==> src/rtl/nibble_serial_add_ctrl_pkg.sv <==
// ============================================================================
// nibble_serial_add_ctrl_pkg : shared sizes and FSM encoding for the
// nibble-serial adder.  Rev 1.0
// ============================================================================
`default_nettype none

package nibble_serial_add_ctrl_pkg;

  localparam int NIB_W_DEF   = 4;
  localparam int NIBBLES_DEF = 4;
  localparam int W_DEF       = NIB_W_DEF * NIBBLES_DEF;

  typedef enum logic [1:0] {
    ST_IDLE = 2'd0,
    ST_RUN  = 2'd1,
    ST_FIN  = 2'd2
  } state_t;

  // A single-nibble configuration still needs a one-bit counter.
  function automatic int cnt_width(input int n);
    return (n > 1) ? $clog2(n) : 1;
  endfunction

endpackage

`default_nettype wire

==> src/rtl/nibble_serial_add_ctrl_cpa.sv <==
// ============================================================================
// nibble_cpa : purely combinational NIB_W-bit ripple-carry adder slice.
// Rev 1.0
// ============================================================================
`default_nettype none

module nibble_cpa #(
  parameter int NIB_W = 4
) (
  input  logic [NIB_W-1:0] a,
  input  logic [NIB_W-1:0] b,
  input  logic             cin,
  output logic [NIB_W-1:0] s,
  output logic             cout
);

  logic [NIB_W:0] c;

  assign c[0] = cin;

  for (genvar i = 0; i < NIB_W; i++) begin : g_bit
    assign s[i]   = a[i] ^ b[i] ^ c[i];
    assign c[i+1] = (a[i] & b[i]) | (c[i] & (a[i] ^ b[i]));
  end

  assign cout = c[NIB_W];

endmodule

`default_nettype wire

==> src/rtl/nibble_serial_add_ctrl.sv <==
// ============================================================================
// nibble_serial_add_ctrl : W-bit add/subtract sequenced one nibble per clock
// through a single shared adder slice.  Rev 1.0
// ============================================================================
`default_nettype none

module nibble_serial_add_ctrl
  import nibble_serial_add_ctrl_pkg::*;
#(
  parameter  int NIB_W   = NIB_W_DEF,
  parameter  int NIBBLES = NIBBLES_DEF,
  localparam int W       = NIB_W * NIBBLES
) (
  input  logic         CLK,
  input  logic         RST,
  input  logic         START,
  input  logic         SUB,
  input  logic [W-1:0] A,
  input  logic [W-1:0] B,
  output logic         BUSY,
  output logic         DONE,
  output logic [W-1:0] S,
  output logic         Cout,
  output logic         OVF
);

  localparam int CNT_W = cnt_width(NIBBLES);

  state_t             state;
  logic [W-1:0]       a_q;
  logic [W-1:0]       b_q;
  logic [W-1:0]       res_q;
  logic               carry_q;
  logic [CNT_W-1:0]   cnt_q;

  logic [NIB_W-1:0]   slice_s;
  logic               slice_c;
  logic [W-1:0]       res_next;
  logic               last_nib;

  nibble_cpa #(.NIB_W(NIB_W)) u_cpa (
    .a    (a_q[NIB_W-1:0]),
    .b    (b_q[NIB_W-1:0]),
    .cin  (carry_q),
    .s    (slice_s),
    .cout (slice_c)
  );

  // Result fills from the top so the first (least significant) nibble lands at bit 0.
  assign res_next = {slice_s, res_q[W-1:NIB_W]};
  assign last_nib = (cnt_q == CNT_W'(NIBBLES - 1));

  always_ff @(posedge CLK or posedge RST) begin
    if (RST) begin
      state   <= ST_IDLE;
      a_q     <= '0;
      b_q     <= '0;
      res_q   <= '0;
      carry_q <= 1'b0;
      cnt_q   <= '0;
      BUSY    <= 1'b0;
      DONE    <= 1'b0;
      S       <= '0;
      Cout    <= 1'b0;
      OVF     <= 1'b0;
    end else begin
      DONE <= 1'b0;
      case (state)
        ST_IDLE, ST_FIN: begin
          if (START) begin
            a_q     <= A;
            b_q     <= SUB ? ~B : B;
            carry_q <= SUB;
            cnt_q   <= '0;
            BUSY    <= 1'b1;
            state   <= ST_RUN;
          end else begin
            state <= ST_IDLE;
          end
        end
        ST_RUN: begin
          res_q   <= res_next;
          carry_q <= slice_c;
          a_q     <= a_q >> NIB_W;
          b_q     <= b_q >> NIB_W;
          cnt_q   <= cnt_q + 1'b1;
          if (last_nib) begin
            // On the final nibble the slice low nibble holds the operand MSBs.
            state <= ST_FIN;
            BUSY  <= 1'b0;
            DONE  <= 1'b1;
            S     <= res_next;
            Cout  <= slice_c;
            OVF   <= (a_q[NIB_W-1] == b_q[NIB_W-1]) &&
                     (slice_s[NIB_W-1] != a_q[NIB_W-1]);
          end
        end
        default: state <= ST_IDLE;
      endcase
    end
  end

endmodule

`default_nettype wire

==> config.mk <==
export PLATFORM = sky130hd
export DESIGN_NAME = nibble_serial_add_ctrl
export DESIGN_NICKNAME = d
export VERILOG_FILES = /design/src/rtl/nibble_serial_add_ctrl_pkg.sv /design/src/rtl/nibble_serial_add_ctrl_cpa.sv /design/src/rtl/nibble_serial_add_ctrl.sv
export SDC_FILE = /design/constraint.sdc
export NUM_CORES = 1
export LEC_CHECK = 0
export ABC_AREA = 1
export CAP_MARGIN = 25
export CORE_MARGIN = 5
export CORE_UTILIZATION = 38
export DETAILED_ROUTE_END_ITERATION = 7
export GPL_TIMING_DRIVEN = 0
export SYNTH_ARGS = -nofsm -noshare
export SYNTH_HDL_FRONTEND = slang
export SYNTH_SLANG_ARGS = --single-unit
==> constraint.sdc <==
create_clock -name CLK -period 5 [get_ports CLK]
set_clock_uncertainty 0.1 [all_clocks]
set_input_delay 0.75 -clock CLK [delete_from_list [all_inputs] [get_ports CLK]]
set_output_delay 0.75 -clock CLK [all_outputs]
set_load 0.02 [all_outputs]
==> impl_metrics.env <==
export IMPL_ctsResizeCount=0
export IMPL_clk_pin_slew_ns=0.07
export IMPL_critPathCaptureType="flip-flop"
export IMPL_antenna_found_initial=0
export IMPL_syn_cell_area_mm2=0.003194
export IMPL_worstPathArrival_ns=2.56
export IMPL_viasPerCell=4.552
export IMPL_synthDominantCellAreaShare=0.5405
export IMPL_required_ns=5.13
export IMPL_cts_tree="yes"
export IMPL_vias=2604
export IMPL_yosysSeqAreaShare=0.5405
export IMPL_root_buffer="clkbuf_8"
export IMPL_critical_path_buf_inv_count=4
export IMPL_drt_iter0_drc=145
export IMPL_die_area_mm2=0.01034
export IMPL_rsz0062_at_grt="false"
export IMPL_final_cell_mix="nand2_1 (174), dfrtp_1 (69), clkdlybuf4s50_1 (55), inv_1 (49), nand3_1 (38)"
export IMPL_seq_area_mm2=0.001727
export IMPL_worstSkewPairLatency_ns=0.34
export IMPL_cp_start_kind="flip-flop"
export IMPL_initial_utilization=0.3888
export IMPL_vdd_ir_drop_max_mv=0.2218
export IMPL_grt_usage=0.1442
export IMPL_grt_overflow=0
export IMPL_max_slew_margin_rel=0.4492
export IMPL_leakage_nw=2.122
export IMPL_status="complete, no violations"
export IMPL_fillerInstances=828
export IMPL_rows=33
export IMPL_die_y_um=101.7
export IMPL_grt_pass1_wl_um=11650
export IMPL_synthTopCellsByArea="dfrtp_1 (54%), nand2_1 (20%), nand3_1 (6.0%)"
export IMPL_critPathKind="flip-flop to flip-flop"
export IMPL_htree_levels=3
export IMPL_avgSynthCellArea_um2=8.046
export IMPL_worst_slew_pin_slew_ns=0.8262
export IMPL_fmax_ghz=0.4116
export IMPL_setup_violations=0
export IMPL_finalSetupTns_ns=0
export IMPL_mostFrequentLayoutCell="nand2_1"
export IMPL_crit_path_top_delay_cell="fa_1"
export IMPL_syn_nets=439
export IMPL_cts_setup_buffers=0
export IMPL_cp_top_family="adder cells"
export IMPL_cts_path_max_buffers=2
export IMPL_cts_made_buffers=9
export IMPL_diodes=0
export IMPL_ys_ff_latch=69
export IMPL_core_area_mm2=0.008217
export IMPL_post_route_period_util=0.4859
export IMPL_period_needed_ns=2.429
export IMPL_crit_chain="fa_1, inv_1, fa_1, inv_1, fa_1, inv_1, fa_1, inv_1, a21oi_1, nand3_1, nand2_1"
export IMPL_ios=56
export IMPL_crit_path_max_incr_delay_ns=0.46
export IMPL_wirelength_um=6826
export IMPL_cts_hold_buf=0
export IMPL_cts_sinks=69
export IMPL_grt_max_degree=70
export IMPL_dr_pass1_iters=4
export IMPL_drv_cap=0
export IMPL_hold_path_class="flip-flop to flip-flop"
export IMPL_multi_input_comb_area_mm2=0.001162
export IMPL_cp_max_fo=4
export IMPL_synth_cells=397
export IMPL_ant_nets=0
export IMPL_synth_distinct_cells=20
export IMPL_drv_slew=0
export IMPL_yosysTopAreaCell="dfrtp_1"
export IMPL_io_buffers=55
export IMPL_drive_above_1_share=0.07709
export IMPL_fin_hold_ws_ns=0.3731
export IMPL_synth_warnings=0
export IMPL_finalHoldViolCount=0
export IMPL_num_nets_final=505
export IMPL_drc=0
export IMPL_die_x_um=101.7
export IMPL_grt_pass1_vias=2495
export IMPL_area_delta_synth_final_pct=27.65
export IMPL_gp_congestion=0.7860
export IMPL_power_per_cell_area_mw_per_mm2=611.7
export IMPL_hpwlAfterDp_um=4924
export IMPL_wl_per_cell_um=11.93
-- area by class of cell --
cell class,instances,area share
flip-flops and latches,69,0.4234
multi-input cells,259,0.2851
repair buffers,55,0.1350
inverters,51,0.04756
clock buffers,11,0.03713
well taps,105,0.03222
plain buffers,18,0.02792
clock inverters,4,0.01166
-- worst reg2reg max path, delay by kind of cell, from the launching register on --
family	cells	cell delay [ns]
adder cells (fa/ha/maj)	4	1.37
flip-flops	1	0.40
buffers and inverters	4	0.27
AND/OR/NAND/NOR	2	0.12
AO/OA/AOI/OAI	1	0.07
-- through the flow --
stage               utilization  area, um2  worst slack (ns)  power (mW)  std cells
floorplan                     -       3194             2.410       1.691        397
global placement         0.4718       3876             1.185       2.045        557
detailed placement       0.4721       3879             2.570       2.072        557
CTS                      0.4963       4078             2.557       2.533        572
global route             0.4963       4078             2.402       2.723        572
finish                   0.4963       4078             2.571       2.494        572
-- synth_stat cells (all sizes together) --
cell type	n
ha	2
dfrtp	69
nand2	176
nor2	9
o21ai	26
xor2	1
or2	1
buf	15
inv	51
a21oi	2
nand3	38
fa	4
clkbuf	3
-- kinds of logic after synthesis --
logic type,count (synthesis),synth area share
compound gates,28,0.04387
xor+xnor,1,0.002742
fa+ha+maj,6,0.03290
buf+inv,69,0.09557
flops,69,0.5405
simple gates,224,0.2844
-- registers in the layout, indices dropped and copies added (netlist names) --
name     cells
cnt_q        2
OVF          1
res_q       12
S           16
BUSY         1
DONE         1
state        2
b_q         16
a_q         16
carry_q      1
Cout         1
-- per-layer routing --
layer,up-vias,track usage,share of wire
li1,1334,-,-
met1,1195,0.1866,0.46
met2,66,0.2309,0.46
met3,9,0.04339,0.055
met4,0,0.04908,0.017
met5,-,0,0
-- path summary, 6_finish.rpt --
path	startpoint	to	slack [ns]	depth (start not counted)
setup / recovery	a_q[0]$_DFFE_PP0P_	OVF$_DFFE_PP0P_	2.57	11
hold / removal	res_q[7]$_DFFE_PP0P_	S[3]$_DFFE_PP0P_	0.37	2
setup reg to reg	a_q[0]$_DFFE_PP0P_	OVF$_DFFE_PP0P_	2.57	11
hold reg to reg	res_q[7]$_DFFE_PP0P_	S[3]$_DFFE_PP0P_	0.37	2
max in group asynchronous	RST	state[0]$_DFFE_PP0P_	3.43	2
min in group asynchronous	RST	S[8]$_DFFE_PP0P_	0.82	2
-- where the power goes --
| part | leakage, nW | total [mW] | internal [mW] | switching [mW] |
|---|---|---|---|---|
| Sequential | 0.869 | 0.955 | 0.813 | 0.142 |
| Combinational | 1.15 | 1.09 | 0.444 | 0.643 |
| Clock | 0.101 | 0.453 | 0.253 | 0.200 |
| Total | 2.12 | 2.49 | 1.51 | 0.985 |
(Power assumes the default switching activity.)
==> RTL edit (config.mk and constraints unchanged) <==
Put one more register stage on the output `OVF`, with the module's reset. The value now appears one clock later. The other outputs are not delayed to match.
--- a/src/rtl/nibble_serial_add_ctrl.sv
+++ b/src/rtl/nibble_serial_add_ctrl.sv
@@ -26,4 +26,6 @@
 
   localparam int CNT_W = cnt_width(NIBBLES);
+
+  logic OVF_s0;
 
   state_t             state;
@@ -63,5 +65,5 @@
       S       <= '0;
       Cout    <= 1'b0;
-      OVF     <= 1'b0;
+      OVF_s0  <= 1'b0;
     end else begin
       DONE <= 1'b0;
@@ -92,5 +94,5 @@
             S     <= res_next;
             Cout  <= slice_c;
-            OVF   <= (a_q[NIB_W-1] == b_q[NIB_W-1]) &&
+            OVF_s0 <= (a_q[NIB_W-1] == b_q[NIB_W-1]) &&
                      (slice_s[NIB_W-1] != a_q[NIB_W-1]);
           end
@@ -101,4 +103,12 @@
   end
 
+  always_ff @(posedge CLK or posedge RST) begin
+    if (RST) begin
+      OVF <= '0;
+    end else begin
+      OVF <= OVF_s0;
+    end
+  end
+
 endmodule
 
Check against the original RTL: not equivalent (a bounded check fails within 10 cycles, from zero or initial values and one cycle with RST high).
==> RTL edit against the unedited design <==
  * Non-clock buffer count unchanged
  * Total power increased by 2.3%
  * Critical endpoint is now OVF_s0
  * Routed wire length rose by 2.8%
  * Largest cell class unchanged
  * Worst setup slack lost 0.043 ns
  * Area after synthesis is 0.78% higher
  * Via count rose by 0.65%
  * Cell area rose by 1.2%
  * Critical path type unchanged
  * Worst hold slack got worse by 0.10 ns
  * Sequential cell count increased by 1
==> RTL edit: results (changes against the unedited design) <==
| Metric | Value |
|---|---|
| Status | finished clean |
| Count of nets after finishing | 506 (+0.20%) |
| First drt pass iteration count | 5 (+1) |
| Most area-consuming cells after synthesis | sky130_fd_sc_hd__dfrtp_1 (54%), sky130_fd_sc_hd__nand2_1 (20%), sky130_fd_sc_hd__nand3_1 (5.9%) |
| Initial detailed-routing violation count | 96 (-34%) |
| Final worst-path cycle share | 49.4% (+0.85 points) |
| Fraction of layout cells with a size suffix above 1 | 7.89% (+0.18 points) |
| First-pass GRT wire length | 12,200 um (+4.8%) |
| Ratio of total power to cell area | 618 nW/um^2 (+1.1%) |
| Hpwl dp | 5000 um (+1.5%) |
| Static leakage | 2.14 nW (+1.0%) |
| CP Data Arrival Time | 2.60 ns (+0.04 ns) |
| Placement Cell Area | 3900 sq um (+0.65%) |
| Commonest register cell after synthesis | sky130_fd_sc_hd__dfrtp_1 |
| Critical-path top delay cell | sky130_fd_sc_hd__fa_1 |
| Maximum fanout along the worst path | 4 (unchanged) |
| Insertion delay of the later-clocked pin in the worst-skew pair | 0.34 ns (about the same) |
| Aggregate routed wire length | 7020 um (+2.8%) |
| Cell depth of the worst flop-to-flop path | 11 (unchanged) |
| Worst Hold Class | flip-flop to flip-flop |
| Worst hold stages | 0 (-2) |
| Total setup buffers inserted after CTS | 0 (unchanged) |
| Via count of the first global-routing pass | 2,729 (+9.4%) |
| Number of buffers inserted during clock tree synthesis | 9 (unchanged) |
| GRT Residual Overflow | 0 (unchanged) |
| GRT met1 Usage | 17.5% (-1.2 points) |
| List of most frequent post-synthesis cells | sky130_fd_sc_hd__nand2_1 (174), sky130_fd_sc_hd__dfrtp_1 (70), sky130_fd_sc_hd__inv_1 (50) |
| Cell family with most CP delay | adder cells |
| Number of diodes | 0 (unchanged) |
| Actual transition at the worst max-transition pin | 0.852 ns (+0.0254 ns) |
| Clock slew at the register clock pins of the worst setup and hold paths | 0.08 ns |
| Pin count of the biggest net entering global routing | 71 (+1.4%) |
| Largest registers | S: 16 flops, a_q: 16 flops, b_q: 16 flops |
| Synth unique cells | 20 (unchanged) |
| Met2 demand-to-capacity share in global routing | 26.7% (+3.6 points) |
| Buffers on Ports | 55 (unchanged) |
| Met3 track utilization from global routing | 3.69% (-0.65 points) |
| Net count after synthesis | 440 (+0.23%) |
| Via-per-instance ratio | 4.57 (+0.30%) |
| Overall Global Routing Usage | 15.0% (+0.59 points) |
| Post-synthesis sequential area ratio | 54.4% (+0.36 points) |
| Count of filler cells inserted in the layout | 814 (-1.7%) |
| IR Drop Worst-Case VDD | 226 uV (+2.0%) |
| Global placement routability congestion | 0.781 (-0.66%) |
[RTL edit: cell count changes after synthesis, sizes merged]
cell / change
dfrtp: +1
[RTL edit: final timing paths]
kind                             start  endpoint  slack, ns
max in group asynchronous          RST    b_q[9]       3.41
worst min register to register  OVF_s0       OVF       0.27
worst min-delay path            OVF_s0       OVF       0.27
worst max register to register  a_q[0]    OVF_s0       2.53
min in group asynchronous          RST  res_q[8]       0.83
worst max-delay path            a_q[0]    OVF_s0       2.53
[RTL edit: area by class of cell]
cell class              count  share of cell area, %
plain buffers              18                   2.76
clock buffers               9                   3.00
clock inverters             7                   2.40
inverters                  51                   4.70
multi-input cells         259                   28.2
flip-flops and latches     70                   42.4
well taps                 105                   3.18
repair buffers             55                   13.3
[RTL edit: per-layer routing]
metal	share of wire (%)	wire length, um
met5	0	0
met3	4.8	340
met1	44	3090
met2	50	3480
met4	1.5	108
[RTL edit: cells by family (layout without fill, tap and decap cells)]
logic type,count (synthesis),in the layout,synth area share (%)
compound gates,28,28,4.35
xor+xnor,1,1,0.272
fa+ha+maj,6,6,3.26
buf+inv,69,140,9.48
flops,70,70,54.4
simple gates,224,224,28.2
[RTL edit: power by group]
group	internal (mW)	switching [mW]	total [mW]
Clock	0.282	0.219	0.501
Sequential	0.823	0.143	0.966
Combinational	0.443	0.642	1.08
Total	1.55	1.00	2.55
[RTL edit: through the flow]
step | hold slack, ns | cells | setup WS, ns
2_1_floorplan | 0.254 | 398 | 2.38
3_3_place_gp | 0.265 | 558 | 1.18
3_5_place_dp | 0.266 | 558 | 2.51
4_1_cts | 0.277 | 574 | 2.50
5_1_grt | 0.280 | 574 | 2.27
6_report | 0.271 | 574 | 2.53
